$ cat src/rtl/assign_trail.sv
// -----------------------------------------------------------------------------
// assign_trail
//
// Assignment trail for a hardware DPLL SAT engine.
//
// Assignments made by BCP or by the decision logic are pushed onto a trail
// stack. Each entry holds {var, val, dec}. The module also keeps the current
// assignment and free vectors that feed BCP.
//
// A conflict pulse in IDLE starts a backtrack. Implied entries are popped
// one per cycle. The newest decision is then flipped in place and becomes an
// implication. If the trail empties before any decision is found, the block
// locks in UNSAT until reset.
//
// Parameters
//   VAR_NUM : number of variables
//   VAR_W   : variable index width (clog2 of VAR_NUM)
//   DEPTH   : trail entries; the stack pointer and level are clog2(DEPTH)+1 bits
//
// Ports
//   clk, rst            : clock; asynchronous active-high reset
//   push_valid/var/val/dec, push_ready : assignment push handshake
//   conflict            : one-cycle pulse requesting a backtrack
//   assignment, free    : current values / unassigned mask, fed to BCP
//   level               : number of decision entries on the trail
//   busy                : high while popping or flipping
//   bt_done, flip_var, flip_val : one-cycle report of the flipped decision
//   unsat               : sticky; no decision was left to flip
//   full                : trail stack is full
//   err                 : sticky; a push was dropped
//
// Build option
//   TRAIL_DUP_CHECK_EN  : when defined, a push to an already-assigned variable
//                         is dropped and sets err.
// -----------------------------------------------------------------------------
module assign_trail #(
    parameter int VAR_NUM = 4,
    parameter int VAR_W   = 2,
    parameter int DEPTH   = 8
) (
    input  logic                       clk,
    input  logic                       rst,
    input  logic                       push_valid,
    input  logic [VAR_W-1:0]           push_var,
    input  logic                       push_val,
    input  logic                       push_dec,
    output logic                       push_ready,
    input  logic                       conflict,
    output logic [VAR_NUM-1:0]         assignment,
    output logic [VAR_NUM-1:0]         free,
    output logic [$clog2(DEPTH):0]     level,
    output logic                       busy,
    output logic                       bt_done,
    output logic [VAR_W-1:0]           flip_var,
    output logic                       flip_val,
    output logic                       unsat,
    output logic                       full,
    output logic                       err
);

    localparam int IDX_W = $clog2(DEPTH);
    localparam int PTR_W = IDX_W + 1;

    typedef enum logic [1:0] {IDLE, BT, DONE, UNSAT} state_t;

    state_t state, state_next;

    // Trail storage; contents are only meaningful below sp, so no reset.
    logic [VAR_W-1:0] trail_var [DEPTH];
    logic             trail_val [DEPTH];
    logic             trail_dec [DEPTH];

    logic [PTR_W-1:0] sp;
    logic [IDX_W-1:0] wr_idx;
    logic [IDX_W-1:0] top_idx;
    logic [VAR_W-1:0] top_var;
    logic             top_val;
    logic             top_dec;
    logic             push_dup;
    logic             push_take;
    logic             push_drop;
    logic             bt_pop;
    logic             bt_flip;

    assign wr_idx  = sp[IDX_W-1:0];
    assign top_idx = IDX_W'(sp - PTR_W'(1));
    assign top_var = trail_var[top_idx];
    assign top_val = trail_val[top_idx];
    assign top_dec = trail_dec[top_idx];

    assign full       = (sp == PTR_W'(DEPTH));
    // Conflict takes priority so BCP never races a push against a backtrack.
    assign push_ready = (state == IDLE) && !full && !conflict;

`ifdef TRAIL_DUP_CHECK_EN
    assign push_dup = !free[push_var];
`else
    assign push_dup = 1'b0;
`endif

    assign push_take = push_valid && push_ready && !push_dup;
    assign push_drop = push_valid && (state == IDLE) &&
                       (full || (push_ready && push_dup));

    assign bt_pop  = (state == BT) && (sp != '0) && !top_dec;
    assign bt_flip = (state == BT) && (sp != '0) &&  top_dec;

    assign busy    = (state == BT);
    assign bt_done = (state == DONE);
    assign unsat   = (state == UNSAT);

    always_comb begin
        state_next = state;
        case (state)
            IDLE:  if (conflict) state_next = BT;
            BT: begin
                if (sp == '0)   state_next = UNSAT;
                else if (top_dec) state_next = DONE;
            end
            DONE:  state_next = IDLE;
            UNSAT: state_next = UNSAT;
            default: state_next = IDLE;
        endcase
    end

    always_ff @(posedge clk or posedge rst) begin
        if (rst) state <= IDLE;
        else     state <= state_next;
    end

    always_ff @(posedge clk) begin
        if (push_take) begin
            trail_var[wr_idx] <= push_var;
            trail_val[wr_idx] <= push_val;
            trail_dec[wr_idx] <= push_dec;
        end else if (bt_flip) begin
            // A flipped decision stays in place as an implication so a later
            // backtrack pops it and continues to older decisions.
            trail_val[top_idx] <= ~top_val;
            trail_dec[top_idx] <= 1'b0;
        end
    end

    always_ff @(posedge clk or posedge rst) begin
        if (rst) begin
            sp         <= '0;
            level      <= '0;
            assignment <= '0;
            free       <= '1;
            flip_var   <= '0;
            flip_val   <= 1'b0;
            err        <= 1'b0;
        end else begin
            if (push_drop) err <= 1'b1;
            if (push_take) begin
                sp                   <= sp + PTR_W'(1);
                assignment[push_var] <= push_val;
                free[push_var]       <= 1'b0;
                if (push_dec) level  <= level + PTR_W'(1);
            end else if (bt_pop) begin
                sp                  <= sp - PTR_W'(1);
                free[top_var]       <= 1'b1;
                assignment[top_var] <= 1'b0;
            end else if (bt_flip) begin
                assignment[top_var] <= ~top_val;
                level               <= level - PTR_W'(1);
                flip_var            <= top_var;
                flip_val            <= ~top_val;
            end
        end
    end

endmodule

$ cat config.mk
export PLATFORM = sky130hd
export DESIGN_NAME = assign_trail
export DESIGN_NICKNAME = d
export VERILOG_FILES = /design/src/rtl/assign_trail.sv
export SDC_FILE = /design/constraint.sdc
export NUM_CORES = 1
export LEC_CHECK = 0
export CAP_MARGIN = 40
export CORE_MARGIN = 10
export CORE_UTILIZATION = 45
export CTS_BUF_LIST = sky130_fd_sc_hd__clkbuf_8 sky130_fd_sc_hd__clkbuf_16
export DETAILED_ROUTE_END_ITERATION = 16
export GPL_TIMING_DRIVEN = 0
export MAX_ROUTING_LAYER = met4
export PLACE_DENSITY = 0.68
export RECOVER_POWER = 100
export SLEW_MARGIN = 20
export SYNTH_ARGS = -nofsm -noshare
export SYNTH_HDL_FRONTEND = slang
export SYNTH_SLANG_ARGS = --single-unit
$ cat constraint.sdc
create_clock -name clk -period 3 [get_ports clk]
set_clock_uncertainty 0.05 [all_clocks]
set_input_delay 0.3 -clock clk [delete_from_list [all_inputs] [get_ports clk]]
set_output_delay 0.3 -clock clk [all_outputs]
set_load 0.05 [all_outputs]
# Word level (Yosys, flattened, before mapping)
# Memory sizes are Yosys's and may differ from the RTL's.
# Cells that the tools add are included.
[totals]
register_bits = 22
ram_bits = 32
out_inout_bits = 21
n_memories = 3
[classes]
n_addsub = 4
order_cmp = 4
n_eq_ne = 8
n_mux = 32
bitwise = 8
reduce_logical = 24
[memory_table]
columns = ["memory", "depth", "word_bits", "read_ports", "rd_ports_with_merged_regs", "write_ports", "line_no", "rtl"]
rows = [
  ["trail_var", 8, 2, 1, 0, 1, "69", "logic [VAR_W-1:0] trail_var [DEPTH];"],
  ["trail_dec", 8, 1, 1, 0, 1, "71", "logic trail_dec [DEPTH];"],
  ["trail_val", 8, 1, 1, 0, 1, "70", "logic trail_val [DEPTH];"],
]
[ops]
columns = ["op", "count"]
rows = [
  ["$mux W4", 11],
  ["$mux W1", 11],
  ["$logic_and A1 B1 Y1", 10],
  ["$add A4 B1 Y4 const B", 2],
  ["$and A4 B4 Y4", 2],
  ["$bwmux W4", 2],
  ["$not A4 Y4", 2],
  ["$pmux W2 S4", 1],
  ["$sub A4 B1 Y4 const B", 2],
  ["$lt A2 B3 Y1 const B", 2],
  ["$mux W2", 3],
  ["$mux W3", 2],
  ["$ne A2 B2 Y1 const B", 3],
  ["$reduce_and A3 Y1", 2],
  ["$demux W1 S2", 2],
  ["$eq A2 B2 Y1 const B", 2],
  ["$eq A4 B4 Y1 const B", 1],
  ["$ge A2 B1 Y1 const B", 2],
  ["$logic_not A4 Y1", 1],
  ["$or A4 B4 Y4", 1],
  ["$reduce_bool A2 Y1", 2],
  ["$reduce_bool A4 Y1", 1],
  ["$logic_not A1 Y1", 3],
  ["$ne A3 B1 Y1 const B", 1],
  ["6 further kinds", 9],
]

# Depth between registers and ports, before layout
# Gate-level depths: netlist of the first run.
# An unclocked memory read counts as a cell.
[depth]
depth_word = 10
depth_mapped = 13

# Worst setup path before layout of the first run
# No wires, ideal clock.
[synth_path]
kind = "reg2reg"
startpoint = "register sp[0]"
endpoint = "register level[2]"
arrival_time_ns = 2.533
required_time_ns = 2.825
slack_ns = 0.292
stages_incl_launch_ff = 13
path_cell_list = "dfrtp_1 -> buf_6 -> clkinv_1 -> ha_1 -> nand3b_1 -> and3_1 -> clkbuf_1 -> clkbuf_1 -> xnor2_1 -> ha_1 -> a21oi_1 -> xnor2_1 -> mux2_4"
[synth_via]
word_cells_on_any_way = 17
cone_classes = "add/sub (1); eq/ne (3); mux (1); reduce/logical (11); memory (1)"
[synth_lines]
columns = ["item", "line_no", "rtl"]
rows = [
  ["start: declaration", "73", "logic [PTR_W-1:0] sp;"],
  ["start signal: assignment", "156", "sp <= sp + PTR_W'(1);"],
  ["start signal: assignment", "161", "sp <= sp - PTR_W'(1);"],
  ["$sub A4 B1 Y4 (*)", "n/a", ""],
  ["named net top_idx[0]", "75", "logic [IDX_W-1:0] top_idx;"],
  ["$mem_v2 Z8 W1 (*)", "n/a", ""],
  ["$logic_not A1 Y1", "105", "assign bt_pop = (state == BT) && (sp != '0) && !top_dec;"],
  ["$logic_and A1 B1 Y1", "105", ""],
  ["$ne A2 B2 Y1 (no source line)", "n/a", ""],
  ["$reduce_and A3 Y1 (no source line) (*)", "n/a", ""],
  ["end signal: assignment", "159", "if (push_dec) level <= level + PTR_W'(1);"],
  ["end signal: assignment", "166", "level <= level - PTR_W'(1);"],
  ["end: declaration", "51", "output logic [$clog2(DEPTH):0] level,"],
]
# Mark *: on every way through the listed nets, which the timed path passes. The rest lies on a longest branch.
# A chain may end at the register's enable or synchronous reset.

# Worst setup path in the final report of the first run
[layout_path]
startpoint = "register sp[0]"
endpoint = "register level[3]"
# Same word-level chain as after synthesis.

==> results.sh, run 1 <==
export IMPL_routedWlPerCell_um=17.9
export IMPL_diodes=0
export IMPL_core_area_um2=5920
export IMPL_synth_nets=232
export IMPL_drive_gt1_share_pct=15.2
export IMPL_finalMaxSlewViolations=0
export IMPL_hold_path_class="in2async"
export IMPL_synth_cell_types=52
export IMPL_cts_buffer_depth=2
export IMPL_worstMarginPinSlew_ns=1.02
export IMPL_die_w_um=98.3
export IMPL_ios=29
export IMPL_drtPass1Iterations=6
export IMPL_rows=28
export IMPL_clkTransAtPathRegs_ns=0.10
export IMPL_grt_pass1_wl_mm=9.70
export IMPL_required_ns=3.14
export IMPL_crit_family="buffers and inverters"
export IMPL_via_per_inst=5.74
export IMPL_ys_ff_latch=54
export IMPL_htree_num_levels=2
export IMPL_nets=267
export IMPL_end_kind="flop"
export IMPL_syn_cell_area_um2=2760
export IMPL_postRouteAntennaNets=0
export IMPL_synthTopCellsByArea="edfxtp_1 (35%), dfrtp_1 (16%), mux4_2 (5.7%)"
export IMPL_grt_pass1_vias=1948
export IMPL_first_iter_violations=87
export IMPL_finalNonFillerCells=331
export IMPL_critical_path_class="reg2reg"
export IMPL_synth_seq_area_share_pct=55.0
export IMPL_area_delta_synth_final_pct=18.9
export IMPL_path_buf_inv=4
export IMPL_start_util_pct=46.6
export IMPL_rsz0062_at_grt="false"
export IMPL_max_cap_violations=0
export IMPL_path_cells="buf_6 -> clkinv_2 -> ha_2 -> nand3b_1 -> and3_2 -> inv_1 -> clkbuf_2 -> ha_1 -> o21a_1 -> nor3_1 -> o22ai_1 -> xnor2_1"
export IMPL_ys_warn_count=0
export IMPL_antenna_found_initial=0
export IMPL_critical_path_slowest_cell="dfrtp_2"
export IMPL_cts_tree="built"
export IMPL_ys_flop_type="edfxtp_1"
export IMPL_grt_overflow_total=0
export IMPL_via_count=1901
export IMPL_cts_hold_buf=0
export IMPL_root_buffer="clkbuf_8"
export IMPL_netlist_area_leader_share_pct=34.8
export IMPL_clk_latency_ns=0.31
export IMPL_period_minus_slack_ns=2.87
export IMPL_hold_ws_ns=0.266
export IMPL_grt_max_degree=19
export IMPL_clock_sinks=54
export IMPL_grtUsageTotal_pct=12.5
export IMPL_status="completed"
export IMPL_yosys_area_top_type="edfxtp_1"
export IMPL_fmaxAchievable_mhz=349
export IMPL_critPathMaxStageDelay_ns=0.45
export IMPL_io_buffers=28
export IMPL_fp_dieH_um=98.3
export IMPL_postSynth_asyncResetShare_pct=40.7
export IMPL_startpoint_type="flop"
export IMPL_synthCells=220
export IMPL_placed_cells=324
export IMPL_setup_viol=0
export IMPL_hold_viol_final=0
export IMPL_cts_buffers=5
export IMPL_syn_avg_cell_area_um2=12.5
export IMPL_gp_congestion=0.819
export IMPL_wirelength_mm=5.93
export IMPL_critPathArrivalTime_ns=3.00
export IMPL_drcViolationCount=0
export IMPL_crit_fanout=10
export IMPL_synth_edf_count=32
export IMPL_relSlewSlack_pct=31.9
export IMPL_die_area_um2=9660
export IMPL_period_share_pct=95.6
export IMPL_hpwl_mm=4.49
## per-stage QoR
| stage | instance area (µm²) | setup WS (ns) | setup TNS [ns] | utilization [%] |
|---|---|---|---|---|
| floorplan | 2760 | 0.292 | 0 | - |
| global placement | 3130 | -0.297 | -5.37 | 52.9 |
| detailed placement | 3150 | -0.288 | -4.91 | 53.2 |
| CTS | 3280 | 0.0884 | 0 | 55.5 |
| global route | 3280 | 0.0108 | 0 | 55.4 |
| finish | 3280 | 0.133 | 0 | 55.4 |
## placed cells by master, fill, tap and decap left out, types with 9 or more instances in the layout
cell type | netlist | final
and2_1 | 11 | 10
edfxtp_1 | 32 | 32
dlygate4sd3_1 | 0 | 22
inv_1 | 10 | 12
nand2_1 | 12 | 12
nor2_1 | 18 | 18
nor3_1 | 9 | 9
dfrtp_1 | 18 | 17
## final timing paths
check	from	to	slack [ns]	depth (start not counted)
worst min-delay path	rst	flip_var[0]	0.27	2
worst max-delay path	sp[0]	level[3]	0.13	12
worst max register to register	sp[0]	level[3]	0.13	12
max in group asynchronous	rst	sp[0]	1.39	3
worst min register to register	err	err	0.42	1
min in group clk	err	err	0.42	1
## kinds of logic after synthesis
logic type	share of synthesized area, %
AO/OA/AOI/OAI	10.2
AND/OR/NAND/NOR	13.4
adder cells (fa/ha/maj)	1.81
flip-flops	55.0
multiplexers	12.7
XOR/XNOR	3.76
buffers and inverters	3.13
## layout make-up
type                       instances  area [µm²]
buffer                             7        45.0
timing repair buffer              30         288
fill                             497        2640
multi-input combinational        146        1190
inverter                          11        42.5
sequential                        54        1520
clock inverter                     3        37.5
clock buffer                       5        68.8
tap                               75        93.8
## state kept, by name, summed over array words and instances, names as in the netlist, 4 cells and up
name and flops:
assignment 4, free 4, level 4, sp 4
trail_dec 8, trail_val 8, trail_var 16
## repair_timing
action / in CTS / in global routing
pin swaps: 0 / 1
setup endpoints to repair: 29 / 14
resized for setup: 11 / 7
buffers inserted: 0 / 1
## cell usage after synthesis (4+ instances only)
master	count
dfstp_2	4
edfxtp_1	32
a2111oi_0	4
dfrtp_1	18
a21oi_1	4
clkbuf_1	5
mux4_2	7
inv_1	10
mux2i_1	8
nand3_1	6
o21ai_0	7
xnor2_1	7
nand2_1	12
ha_1	4
nor3_1	9
nor2_1	18
and2_1	11
## metal layers
metal	track usage, %	vias to the layer above	part of all wire (%)	routed length (µm)
li1	-	892	-	-
met1	15.0	955	46	2730
met2	19.8	45	47	2780
met3	3.59	9	5.3	317
met4	4.30	0	1.8	104
met5	-	-	0	0
Power of run 1 is left out: the tool's default activity adds up to more than one toggle a clock period on the data nets, which glitch-free logic cannot reach.
==> run 2, diff against run 1 <==
--- a/config.mk
+++ b/config.mk
@@ -7,12 +7,12 @@
 export LEC_CHECK = 0
 export CAP_MARGIN = 40
 export CORE_MARGIN = 10
-export CORE_UTILIZATION = 45
+export CORE_UTILIZATION = 25
 export CTS_BUF_LIST = sky130_fd_sc_hd__clkbuf_8 sky130_fd_sc_hd__clkbuf_16
 export DETAILED_ROUTE_END_ITERATION = 16
 export GPL_TIMING_DRIVEN = 0
 export MAX_ROUTING_LAYER = met4
-export PLACE_DENSITY = 0.68
+export PLACE_DENSITY = 0.44
 export RECOVER_POWER = 100
 export SLEW_MARGIN = 20
 export SYNTH_ARGS = -nofsm -noshare
==> results.sh, run 2 (same netlist as run 1, synthesis figures left out) <==
export IMPL_wirelength_mm=6.84
export IMPL_core_area_um2=10800
export IMPL_critical_path_class="reg2reg"
export IMPL_finalMaxSlewViolations=0
export IMPL_drtPass1Iterations=4
export IMPL_fp_dieH_um=125
export IMPL_layout_commonest_cell="edfxtp_1"
export IMPL_grt_max_degree=17
export IMPL_ios=29
export IMPL_hpwl_mm=5.15
export IMPL_fmaxAchievable_mhz=359
export IMPL_post_route_util_pct=31.0
export IMPL_grt_pass1_wl_mm=11.2
export IMPL_grt_pass1_vias=1958
export IMPL_finalNonFillerCells=396
export IMPL_via_per_inst=4.70
export IMPL_cts_buffer_depth=2
export IMPL_hold_viol_final=0
export IMPL_drcViolationCount=0
export IMPL_drive_gt1_share_pct=16.4
export IMPL_antenna_found_initial=0
export IMPL_start_util_pct=25.5
export IMPL_area_delta_synth_final_pct=21.7
export IMPL_relSlewSlack_pct=53.6
export IMPL_worstMarginPinSlew_ns=0.696
export IMPL_required_ns=3.19
export IMPL_gp_congestion=0.748
export IMPL_critPathArrivalTime_ns=2.98
export IMPL_top_regs="trail_var x16, trail_dec x8, trail_val x8"
export IMPL_status="completed"
export IMPL_max_cap_violations=0
export IMPL_layout_common_cells="edfxtp_1 (32), dlygate4sd3_1 (24), nor2_1 (18)"
export IMPL_rsz0062_at_grt="false"
export IMPL_critPathMaxStageDelay_ns=0.44
export IMPL_grt_overflow_total=0
export IMPL_htree_num_levels=2
export IMPL_rows=38
export IMPL_clk_latency_ns=0.31
export IMPL_largest_reg_flops=16
export IMPL_cts_tree="built"
export IMPL_end_kind="flop"
export IMPL_diodes=0
export IMPL_grtUsageTotal_pct=9.07
export IMPL_routedWlPerCell_um=17.3
export IMPL_endpoint="level[3]"
export IMPL_die_w_um=125
export IMPL_r2r_slack_ns=0.21
export IMPL_crit_fanout=10
export IMPL_critical_path_slowest_cell="dfrtp_1"
export IMPL_hold_path_class="in2async"
export IMPL_die_area_um2=15600
export IMPL_cts_buffers=5
export IMPL_clkTransAtPathRegs_ns=0.10
export IMPL_nets=267
export IMPL_via_count=1862
export IMPL_first_iter_violations=87
export IMPL_reg2reg_to="level[3]"
export IMPL_startpoint_type="flop"
export IMPL_period_share_pct=92.9
export IMPL_regToRegStartpoint="sp[0]"
export IMPL_path_cells="buf_6 -> inv_4 -> ha_4 -> nand3b_1 -> and3_2 -> inv_1 -> clkbuf_2 -> ha_1 -> a31oi_1 -> nor2_1 -> o22ai_1 -> xnor2_1"
export IMPL_root_buffer="clkbuf_8"
export IMPL_setup_viol=0
export IMPL_postRouteAntennaNets=0
export IMPL_io_buffers=28
export IMPL_placed_cells=389
export IMPL_period_minus_slack_ns=2.79
export IMPL_clock_sinks=54
export IMPL_finalSetupTns_ns=0
export IMPL_largest_register="trail_var"
export IMPL_cp_startpoint="sp[0]"
export IMPL_rr_worst_depth=12
## run 2: metrics by stage
step	setup WS, ns	hold slack [ns]	instance area (µm²)
floorplan	0.292	0.236	2760
global placement	-0.446	0.404	3210
detailed placement	-0.470	0.413	3230
CTS	0.00580	0.292	3350
global route	0.0133	0.420	3360
finish	0.213	0.395	3360
## run 2: area by class of cell
cell class / count / area (µm²)
flip-flops and latches: 54 / 1520
fillers: 1130 / 7480
well taps: 140 / 175
plain buffers: 7 / 42.5
inverters: 11 / 43.8
multi-input cells: 146 / 1210
repair buffers: 30 / 288
clock buffers: 5 / 68.8
clock inverters: 3 / 16.3
## run 2: repair_timing
action | 4_1_cts | 5_1_grt
pin swaps | 0 | 1
resized for setup | 9 | 10
endpoints found under the hold margin | 0 | 0
hold buffers | 0 | 0
endpoints found under the setup margin | 51 | 21
buffers inserted | 0 | 1
## run 2: routing by layer
layer	global-route usage [%]	up-vias	wire, µm
li1	-	895	-
met1	11.7	913	3320
met2	13.6	50	3030
met3	2.58	4	424
met4	2.44	0	76
met5	-	-	0
## run 2: how the worst min path moves through the flow
stage,startpoint,end,slack [ns],depth (start not counted)
floorplan,rst,assignment[0],0.24,1
global placement,err,err,0.40,1
detailed placement,err,err,0.41,1
CTS,rst,flip_var[1],0.29,2
global route,rst,flip_val,0.42,2
finish,rst,flip_val,0.39,2
## run 2: worst max-delay path: cells and delay by family (launching register included)
family	cells	cell delay [ns]
buf+inv	4	0.68
fa+ha+maj	2	0.54
simple gates	3	0.51
flops	1	0.44
compound gates	2	0.36
xor+xnor	1	0.13
Power of run 2 is left out for the same reason.
==> edit: new RTL, settings of run 1 <==
Reset style: synchronous (`rst`), changed in 2 clocked blocks. Comments in the files are not updated.
--- a/src/rtl/assign_trail.sv
+++ b/src/rtl/assign_trail.sv
@@ -123,7 +123,7 @@
         endcase
     end
 
-    always_ff @(posedge clk or posedge rst) begin
+    always_ff @(posedge clk) begin
         if (rst) state <= IDLE;
         else     state <= state_next;
     end
@@ -141,7 +141,7 @@
         end
     end
 
-    always_ff @(posedge clk or posedge rst) begin
+    always_ff @(posedge clk) begin
         if (rst) begin
             sp         <= '0;
             level      <= '0;
Function: differs if rst is asserted again (counterexample within 4 cycles, from zero or initial values and one cycle with rst high); with rst held inactive, the same outputs for 10 cycles.
==> edit against run 1 <==
  * Sequential share of layout area shrank 5.9 points
  * Design area grew 5.8%
  * Worst setup slack gained 0.0032 ns
  * Sequential cell count is the same
  * Routed wire length grew 12%
  * Synthesized area grew 1.3%
  * Fmax grew 0.11%
  * Global-route usage grew 0.93 points
  * Critical path type unchanged
  * Critical endpoint is now trail_val[0]
==> edit: results <==
group,metric,value,unit
outcome,status,"completed",
synth,synth_edf_count,32,
place,io_buffers,28,
cts,numCtsBuffers,5,
layout,nNetsFinal,293,
setup_path,crit_family,"simple AND/OR/NAND/NOR gates",
route,routed-wl-met3,258,µm
route,viasPerCell,5.82,
cts,clockBufferDepth,2,
synth,synthAdderAreaFrac,1.79,%
layout,fillerInstances,518,
synth,synth_compound_area_share,14.3,%
synth,synth_mux_area_share,9.22,%
setup_path,crit_slowest_cell,"a2111oi_2",
synth,synth_area_leaders,"edfxtp_1, dfxtp_1, mux4_2",
setup_path,critPathMaxFanout,8,
synth,synthTopCellsByCount,"edfxtp_1, nor2_1, dfxtp_1",
global_routing,track_usage,13.5,%
route,top_layer,"met4",
route,firstDrtPassIters,4,
setup_path,slowest_delay,0.54,ns
pwr,ir_drop,0.000268,V
cts,cts.clk_slew.worst_paths,0.10,ns
route,met1Wirelength,3.18,mm
synth,synth_xor_area_share,3.72,%
hold_path,hold_path.class,"reg2reg",
setup_path,cp.arrival,2.84,ns
global_routing,grt_pass1_vias,2078,
synth,syn_nets,251,
synth,yosysSeqAreaShare,50.1,%
place,dp_slack,-0.770,ns
pwr,p_leak,1.16,nW
place,gp_congestion,0.811,
layout,reg_top3,"trail_var x16, trail_dec x8, trail_val x8",
layout,diodes,0,
global_routing,grt_pass1_wl,10.5,mm
layout,drive_above_1_share,22.7,%
synth,synth.most_common_cell,"edfxtp_1",
global_routing,grt_antenna_before_repair,0,
cts,clock_latency,0.32,ns
sta,tightest_slew,0.661,ns
cts,h-tree-depth,2,
global_routing,grt_max_degree,17,
route,post_drt_wl_per_cell,18.6,µm
place,hpwl,4.68,mm
synth,synthArstFlopShare,0,%
synth,ys_types,59,
route,drt_iter0_markers,110,
cts,ctsRootBufferMaster,"clkbuf_8",
route,route.met2.wl,3.13,mm
synth,ys.warnings.count,0,
## edit: what timing repair did
item,CTS,global route
pin swaps,1,2
setup buffers,4,2
gates resized for setup,15,10
gates cloned,0,0
hold endpoints to repair,0,0
endpoints found under the setup margin,52,23
## edit: cell type report
cell class | instances | area share (%)
plain buffers | 12 | 3.71
clock buffers | 5 | 1.98
clock inverters | 3 | 0.901
inverters | 6 | 0.865
multi-input cells | 167 | 39.8
flip-flops and latches | 54 | 40.4
well taps | 75 | 2.70
repair buffers | 35 | 9.59
## edit: worst reg2reg max path, delay by kind of cell (launching register included)
| family | cells | cell delay (ns) |
|---|---|---|
| fa+ha+maj | 1 | 0.36 |
| xor+xnor | 1 | 0.34 |
| compound gates | 1 | 0.54 |
| flops | 1 | 0.41 |
| buf+inv | 1 | 0.12 |
| simple gates | 4 | 0.74 |
## edit: kinds of logic (layout without fill, tap and decap cells)
group	count (synthesis)	count (layout)
AO/OA/AOI/OAI	50	50
XOR/XNOR	11	11
adder cells (fa/ha/maj)	4	4
buffers and inverters	18	61
flip-flops	54	54
multiplexers	19	19
AND/OR/NAND/NOR	83	83
## edit: through the flow
stage / area [µm²] / instances / hold slack (ns)
3_5_place_dp: 3170 / 342 / 0.410
6_report: 3470 / 357 / 0.432
2_1_floorplan: 2800 / 239 / 0.349
5_1_grt: 3470 / 357 / 0.480
3_3_place_gp: 3170 / 342 / 0.396
4_1_cts: 3390 / 354 / 0.443
## edit: report_power, final
| part | internal [W] | total [W] | switching, W |
|---|---|---|---|
| registers | 0.000831 | 0.000862 | 0.0000306 |
| logic | 0.000345 | 0.000805 | 0.000460 |
| clock network | 0.000205 | 0.000449 | 0.000244 |
| total | 0.00138 | 0.00212 | 0.000735 |
## edit: path summary, 6_finish.rpt
check	start	end	slack, ns	cells after the start
worst max-delay path	sp[1]	trail_val[0]	0.14	8
worst min-delay path	err	err	0.43	2
worst min register to register	err	err	0.43	2
worst max register to register	sp[1]	trail_val[0]	0.14	8
## edit: layer usage
| metal | track usage (%) | up-vias |
|---|---|---|
| li1 | - | 993 |
| met3 | 2.58 | 6 |
| met1 | 17.6 | 1011 |
| met5 | - | - |
| met2 | 20.9 | 66 |
| met4 | 3.31 | 0 |
